$ cat src/rtl/acc_resp_shim.sv
// rtl/acc_resp_shim.sv - accelerator request spill stage, outstanding cap, response FIFO, store tracking
// Optional ID/underflow checking is enabled by defining ACC_RESP_SHIM_ID_CHECK_EN.
module acc_resp_shim #(
  parameter int unsigned MaxOutstanding = 4,
  parameter int unsigned RespDepth      = 2,
  parameter int unsigned XLEN           = 64,
  parameter int unsigned TransIdBits    = 3
) (
  input  logic                   clk_i,
  input  logic                   rst_ni,
  input  logic                   req_valid_i,
  output logic                   req_ready_o,
  input  logic [31:0]            req_insn_i,
  input  logic [XLEN-1:0]        req_rs1_i,
  input  logic [XLEN-1:0]        req_rs2_i,
  input  logic [2:0]             req_frm_i,
  input  logic [TransIdBits-1:0] req_trans_id_i,
  input  logic                   req_is_load_i,
  input  logic                   req_is_store_i,
  output logic                   acc_req_valid_o,
  input  logic                   acc_req_ready_i,
  output logic [31:0]            acc_req_insn_o,
  output logic [XLEN-1:0]        acc_req_rs1_o,
  output logic [XLEN-1:0]        acc_req_rs2_o,
  output logic [2:0]             acc_req_frm_o,
  output logic [TransIdBits-1:0] acc_req_trans_id_o,
  input  logic                   acc_resp_valid_i,
  output logic                   acc_resp_ready_o,
  input  logic [TransIdBits-1:0] acc_resp_trans_id_i,
  input  logic [XLEN-1:0]        acc_resp_result_i,
  input  logic                   acc_resp_exc_valid_i,
  input  logic [XLEN-1:0]        acc_resp_exc_cause_i,
  input  logic                   acc_load_done_i,
  input  logic                   acc_store_done_i,
  output logic                   resp_valid_o,
  input  logic                   resp_ready_i,
  output logic [TransIdBits-1:0] resp_trans_id_o,
  output logic [XLEN-1:0]        resp_result_o,
  output logic                   resp_exc_valid_o,
  output logic [XLEN-1:0]        resp_exc_cause_o,
  output logic                   store_pending_o,
  output logic                   load_complete_o,
  output logic                   store_complete_o,
  output logic                   id_error_o
);

  localparam int unsigned CntW = $clog2(MaxOutstanding + 1);
  localparam int unsigned PtrW = (RespDepth > 1) ? $clog2(RespDepth) : 1;
  localparam int unsigned FcW  = $clog2(RespDepth + 1);

  typedef struct packed {
    logic [TransIdBits-1:0] id;
    logic [XLEN-1:0]        result;
    logic                   exc_valid;
    logic [XLEN-1:0]        exc_cause;
  } resp_t;

  logic                   stage_valid_q, stage_valid_d;
  logic [31:0]            insn_q, insn_d;
  logic [XLEN-1:0]        rs1_q, rs1_d;
  logic [XLEN-1:0]        rs2_q, rs2_d;
  logic [2:0]             frm_q, frm_d;
  logic [TransIdBits-1:0] tid_q, tid_d;
  logic [CntW-1:0]        out_cnt_q, out_cnt_d;
  logic [CntW-1:0]        store_cnt_q, store_cnt_d;
  logic                   load_cmp_q, load_cmp_d;
  logic                   store_cmp_q, store_cmp_d;
  resp_t                  mem_q [RespDepth];
  resp_t                  mem_d [RespDepth];
  logic [PtrW-1:0]        wr_ptr_q, wr_ptr_d;
  logic [PtrW-1:0]        rd_ptr_q, rd_ptr_d;
  logic [FcW-1:0]         fifo_cnt_q, fifo_cnt_d;

  logic req_hs, resp_push, resp_pop, fifo_full, fifo_empty;
  logic store_inc, store_dec;
  resp_t head;

  assign fifo_full  = (fifo_cnt_q == FcW'(RespDepth));
  assign fifo_empty = (fifo_cnt_q == '0);

  assign req_ready_o      = (!stage_valid_q || acc_req_ready_i) && (out_cnt_q < CntW'(MaxOutstanding));
  assign acc_resp_ready_o = !fifo_full || resp_ready_i;
  assign req_hs           = req_valid_i && req_ready_o;
  assign resp_push        = acc_resp_valid_i && acc_resp_ready_o;
  assign resp_valid_o     = !fifo_empty;
  assign resp_pop         = resp_valid_o && resp_ready_i;

  assign store_inc = req_hs && req_is_store_i;
  assign store_dec = acc_store_done_i && (store_cnt_q != '0);

  assign acc_req_valid_o    = stage_valid_q;
  assign acc_req_insn_o     = insn_q;
  assign acc_req_rs1_o      = rs1_q;
  assign acc_req_rs2_o      = rs2_q;
  assign acc_req_frm_o      = frm_q;
  assign acc_req_trans_id_o = tid_q;

  assign head             = mem_q[rd_ptr_q];
  assign resp_trans_id_o  = head.id;
  assign resp_result_o    = head.result;
  assign resp_exc_valid_o = head.exc_valid;
  assign resp_exc_cause_o = head.exc_cause;

  assign store_pending_o  = (store_cnt_q != '0);
  assign load_complete_o  = load_cmp_q;
  assign store_complete_o = store_cmp_q;

  // Loads carry no gating role in this block.
  logic unused_is_load;
  assign unused_is_load = req_is_load_i;

  always_comb begin
    stage_valid_d = stage_valid_q;
    insn_d        = insn_q;
    rs1_d         = rs1_q;
    rs2_d         = rs2_q;
    frm_d         = frm_q;
    tid_d         = tid_q;
    if (req_hs) begin
      stage_valid_d = 1'b1;
      insn_d        = req_insn_i;
      rs1_d         = req_rs1_i;
      rs2_d         = req_rs2_i;
      frm_d         = req_frm_i;
      tid_d         = req_trans_id_i;
    end else if (acc_req_ready_i) begin
      stage_valid_d = 1'b0;
    end
  end

  // Pop decrement is guarded so a stray response cannot wrap the counter.
  always_comb begin
    out_cnt_d = out_cnt_q;
    if (req_hs && !(resp_pop && out_cnt_q != '0)) begin
      out_cnt_d = out_cnt_q + CntW'(1);
    end else if (!req_hs && resp_pop && out_cnt_q != '0) begin
      out_cnt_d = out_cnt_q - CntW'(1);
    end
    store_cnt_d = store_cnt_q;
    if (store_inc && !store_dec) begin
      store_cnt_d = store_cnt_q + CntW'(1);
    end else if (!store_inc && store_dec) begin
      store_cnt_d = store_cnt_q - CntW'(1);
    end
    load_cmp_d  = acc_load_done_i;
    store_cmp_d = acc_store_done_i;
  end

  always_comb begin
    mem_d      = mem_q;
    wr_ptr_d   = wr_ptr_q;
    rd_ptr_d   = rd_ptr_q;
    fifo_cnt_d = fifo_cnt_q;
    if (resp_push) begin
      mem_d[wr_ptr_q].id        = acc_resp_trans_id_i;
      mem_d[wr_ptr_q].result    = acc_resp_result_i;
      mem_d[wr_ptr_q].exc_valid = acc_resp_exc_valid_i;
      mem_d[wr_ptr_q].exc_cause = acc_resp_exc_cause_i;
      wr_ptr_d = (wr_ptr_q == PtrW'(RespDepth - 1)) ? '0 : wr_ptr_q + PtrW'(1);
    end
    if (resp_pop) begin
      rd_ptr_d = (rd_ptr_q == PtrW'(RespDepth - 1)) ? '0 : rd_ptr_q + PtrW'(1);
    end
    if (resp_push && !resp_pop) begin
      fifo_cnt_d = fifo_cnt_q + FcW'(1);
    end else if (!resp_push && resp_pop) begin
      fifo_cnt_d = fifo_cnt_q - FcW'(1);
    end
  end

  always_ff @(posedge clk_i or negedge rst_ni) begin
    if (!rst_ni) begin
      stage_valid_q <= 1'b0;
      insn_q        <= '0;
      rs1_q         <= '0;
      rs2_q         <= '0;
      frm_q         <= '0;
      tid_q         <= '0;
      out_cnt_q     <= '0;
      store_cnt_q   <= '0;
      load_cmp_q    <= 1'b0;
      store_cmp_q   <= 1'b0;
      wr_ptr_q      <= '0;
      rd_ptr_q      <= '0;
      fifo_cnt_q    <= '0;
      for (int i = 0; i < int'(RespDepth); i++) begin
        mem_q[i] <= '0;
      end
    end else begin
      stage_valid_q <= stage_valid_d;
      insn_q        <= insn_d;
      rs1_q         <= rs1_d;
      rs2_q         <= rs2_d;
      frm_q         <= frm_d;
      tid_q         <= tid_d;
      out_cnt_q     <= out_cnt_d;
      store_cnt_q   <= store_cnt_d;
      load_cmp_q    <= load_cmp_d;
      store_cmp_q   <= store_cmp_d;
      wr_ptr_q      <= wr_ptr_d;
      rd_ptr_q      <= rd_ptr_d;
      fifo_cnt_q    <= fifo_cnt_d;
      mem_q         <= mem_d;
    end
  end

`ifdef ACC_RESP_SHIM_ID_CHECK_EN
  localparam int unsigned NTransIds = 2 ** TransIdBits;

  logic [NTransIds-1:0] pend_q, pend_d;
  logic                 id_error_q, id_error_d;
  logic                 id_err_evt;

  assign id_err_evt = (resp_push && !pend_q[acc_resp_trans_id_i]) ||
                      (acc_store_done_i && (store_cnt_q == '0));
  assign id_error_o = id_error_q;

  // Clear before set so a same-cycle reissue of the responding ID stays tracked.
  always_comb begin
    pend_d = pend_q;
    if (resp_push) pend_d[acc_resp_trans_id_i] = 1'b0;
    if (req_hs)    pend_d[req_trans_id_i] = 1'b1;
    id_error_d = id_error_q || id_err_evt;
  end

  always_ff @(posedge clk_i or negedge rst_ni) begin
    if (!rst_ni) begin
      pend_q     <= '0;
      id_error_q <= 1'b0;
    end else begin
      pend_q     <= pend_d;
      id_error_q <= id_error_d;
    end
  end

`ifndef SYNTHESIS
  always_ff @(posedge clk_i) begin
    if (rst_ni) begin
      assert (!id_err_evt) else $warning("acc_resp_shim: unmatched response ID or store_done underflow");
    end
  end
`endif
`else
  assign id_error_o = 1'b0;
`endif

endmodule

$ cat config.mk
export PLATFORM = sky130hd
export DESIGN_NAME = acc_resp_shim
export DESIGN_NICKNAME = d
export VERILOG_FILES = /design/src/rtl/acc_resp_shim.sv
export SDC_FILE = /design/constraint.sdc
export NUM_CORES = 1
export LEC_CHECK = 0
export CAP_MARGIN = 20
export CORE_MARGIN = 4
export CORE_UTILIZATION = 30
export DETAILED_ROUTE_END_ITERATION = 8
export SLEW_MARGIN = 30
export SYNTH_ARGS = -nofsm -noshare
export SYNTH_HDL_FRONTEND = slang
export SYNTH_SLANG_ARGS = --single-unit
$ cat constraint.sdc
create_clock -name clk_i -period 2.8 [get_ports clk_i]
set_input_delay 0.42 -clock clk_i [delete_from_list [all_inputs] [get_ports clk_i]]
set_output_delay 0.42 -clock clk_i [all_outputs]
set_load 0.02 [all_outputs]
==> impl_metrics.json <==
{
  "maxSlewHeadroom": 0.481,
  "min_to": "load_complete_o",
  "r2r_cells": 5,
  "synth_commonest_cells": "484 x mux2_2, 443 x dfrtp_1, 80 x mux2_4, 36 x buf_2, 10 x buf_4",
  "core_area_sq_um": 60600,
  "hpwl_um": 42700,
  "numCtsBuffers": 51,
  "startpoint_type": "register",
  "die_x_um": 256,
  "grt_pass1_vias": 13213,
  "worstPathArrival_ns": 2.31,
  "synthToLayoutAreaGrowth_pct": 47.5,
  "dp_slack_ns": 0.271,
  "fin_nets": 2048,
  "seqPwrFrac": 0.317,
  "antenna_found_initial": 15,
  "gr-usage-met1": 0.192,
  "synth_cells": 1108,
  "max_freq_mhz": 366,
  "cts_sinks": 443,
  "critPathKind": "reg2out",
  "fill_cells": 5437,
  "yosys.area_share.xor_xnor": 0.00476,
  "synth_top_cell_by_area": "dfrtp_1",
  "drt_first_pass_iters": 4,
  "fin_setup_tns_ns": 0,
  "worstMarginPinSlew_ns": 0.778,
  "synthTopCellsByArea": "dfrtp_1 60%, mux2_2 30%, mux2_4 6.5%",
  "grt_use_total": 0.175,
  "ant_nets": 0,
  "async_reset_ff_frac": 1.00,
  "finalWorstSetupSlack_ns": 0.0712,
  "synth_top_cell_area_share": 0.602,
  "vias_per_cell": 4.59,
  "pin_count": 614,
  "yosysWarnings": 0,
  "comb_power_share": 0.498,
  "busiest_layer": "met2",
  "dieHeight_um": 256,
  "reg2reg_from": "out_cnt_q[2]",
  "whs_ns": 0.280,
  "ctsLongestPathBuffers": 3,
  "multi_input_area_sq_um": 6950,
  "seqCellArea_sq_um": 11100,
  "synth_cell_types": 28,
  "met2_usage": 0.309,
  "avgSynthCellArea_sq_um": 16.6,
  "synth_top_family_by_area": "multiplexers",
  "dieArea_sq_um": 65400,
  "port_buffers": 611,
  "grt_max_degree": 127,
  "cp_max_fo": 17,
  "clkPwrFrac": 0.185,
  "switching_share": 0.357,
  "placedInstanceArea_sq_um": 25500,
  "r2r_end": "out_cnt_q[2]",
  "ir_drop_uv": 799,
  "htreeDepth": 2,
  "synth_fa_ha_area_frac": 0.00353,
  "hold_violations": 0,
  "hold_depth": 1,
  "grt_pass1_wl_um": 88100,
  "start_util": 0.304,
  "required_ns": 2.38,
  "finalCriticalPeriod_ns": 2.73,
  "worstSetupStartpoint": "rd_ptr_q",
  "syn_nets": 1420,
  "slew_violations": 0,
  "rows": 90,
  "clock_insertion_delay_worst_skew_ns": 0.59,
  "power_switching_mw": 12.8,
  "vias": 11780,
  "fin_skew_ns": 0.0309,
  "rsz0062_at_grt": "no",
  "powerDensity_nw_per_um2": 1320,
  "synthSimpleGateAreaFrac": 0.00612,
  "period_share": 0.975,
  "synth-edff-count": 0,
  "drc": 0,
  "syn-cell-area_sq_um": 18400,
  "worstHoldStart": "acc_load_done_i",
  "met3_usage": 0.0754,
  "gp_congestion": 0.795,
  "power_leakage_nw": 11.4,
  "setup_viol": 0,
  "status": "finished clean",
  "synth_ff_type": "dfrtp_1",
  "synthMuxAreaShare": 0.361,
  "hold_class": "in2reg",
  "r2r_slack_ns": 0.56,
  "wl_per_cell_um": 22.8,
  "worst_setup_path_end_kind": "output port",
  "root_buffer": "clkbuf_16",
  "grt_overflow": 0,
  "ys_ff_latch": 443,
  "yosysSeqAreaShare": 0.602,
  "p_int_mw": 23.1,
  "drt_iter0_markers": 389,
  "routed_wl_um": 58500,
  "synth_most_common_cell": "mux2_2",
  "clk_pin_slew_ns": 0.06,
  "cts_tree": "built",
  "p_total_mw": 36.0,
  "drive_gt1_frac": 0.380,
  "cap_violations": 0,
  "stdcell_area_sq_um": 27200,
  "synth_compound_area_frac": 0.000747
}
-- layout make-up --
type,instances,share of cell area
diodes,13,0.00120
clock inverters,11,0.00544
multi-input cells,600,0.256
inverters,2,0.000276
clock buffers,80,0.0558
repair buffers,638,0.237
flip-flops and latches,443,0.408
well taps,782,0.0360
-- cells in the final DEF, fill, tap and decap left out, types with 2 or more instances in the layout --
| cell | n |
|---|---|
| clkdlybuf4s50_1 | 526 |
| fa_1 | 2 |
| clkinv_2 | 3 |
| dlygate4sd2_1 | 83 |
| mux2_4 | 80 |
| nand2_1 | 3 |
| or2_2 | 2 |
| clkbuf_1 | 16 |
| clkbuf_8 | 13 |
| inv_6 | 3 |
| dfrtp_1 | 442 |
| buf_12 | 13 |
| ha_1 | 2 |
| clkbuf_16 | 51 |
| inv_1 | 2 |
| diode_2 | 13 |
| nand3_1 | 2 |
| xor2_1 | 5 |
| xnor2_1 | 5 |
| buf_4 | 11 |
| mux2_2 | 484 |
| bufinv_16 | 3 |
| nor2_1 | 3 |
-- flip-flops by register name (all words and copies together) (netlist names) --
| signal | count |
|---|---|
| acc_req_frm_o | 3 |
| acc_req_insn_o | 32 |
| acc_req_rs1_o | 64 |
| acc_req_rs2_o | 64 |
| acc_req_trans_id_o | 3 |
| acc_req_valid_o | 1 |
| fifo_cnt_q | 2 |
| load_complete_o | 1 |
| mem_q | 264 |
| out_cnt_q | 3 |
| rd_ptr_q | 1 |
| store_cnt_q | 3 |
| store_complete_o | 1 |
| wr_ptr_q | 1 |
-- worst max-delay path by stage --
| stage | to | slack (ns) |
|---|---|---|
| CTS | resp_exc_cause_o[54] | 0.007 |
| global route | resp_result_o[60] | 0.004 |
| finish | resp_exc_cause_o[54] | 0.07 |
| detailed placement | out_cnt_q[2] | 0.27 |
| global placement | store_cnt_q[2] | 0.25 |
| floorplan | store_cnt_q[2] | 0.32 |
-- cells by family (layout without fill, tap and decap cells) --
family                     after synthesis  after routing
adders and majority gates                4              4
muxes                                  564            564
AOI/OAI and AO/OA                        2              2
and+or+nand+nor                         19             19
xor gates and xnor gates                10             10
buffers and inverters                   65            731
DFF                                    443            443
other                                    1             14
-- what timing repair did --
action                     CTS  global route
hold endpoints to repair    51             0
setup endpoints to repair   71             1
cloned                       1             0
hold buffers                 1             0
buffers inserted             0             0
gates resized for setup     84             1
-- power groups by stage --
| stage | Clock [mW] | Combinational, mW | Sequential, mW |
|---|---|---|---|
| after detailed placement | 0 | 18.8 | 11.5 |
| after global routing | 7.18 | 18.9 | 11.8 |
| after CTS | 6.90 | 18.2 | 11.4 |
| after global placement | 0 | 18.7 | 11.2 |
| final | 6.65 | 17.9 | 11.4 |
| after floorplan | 0 | 9.07 | 12.6 |
-- worst max-delay path, cell delays in order, from the launching register on --
cell and delay (ns):
dfrtp_4 0.50, bufbuf_16 0.33, mux2_2 0.35, clkdlybuf4s50_1 0.53
-- per-stage QoR --
stage                      util  instances
after global routing      0.448       2560
final                     0.448       2569
after detailed placement  0.421       2463
after CTS                 0.448       2556
after global placement    0.421       2463
after floorplan               -       1108
-- routing by layer --
| layer | share of wire | vias up |
|---|---|---|
| li1 | - | 5221 |
| met1 | 0.36 | 6061 |
| met2 | 0.51 | 415 |
| met3 | 0.097 | 83 |
| met4 | 0.026 | 0 |
| met5 | 0 | - |
No activity file was read; power rests on OpenSTA's default activity.
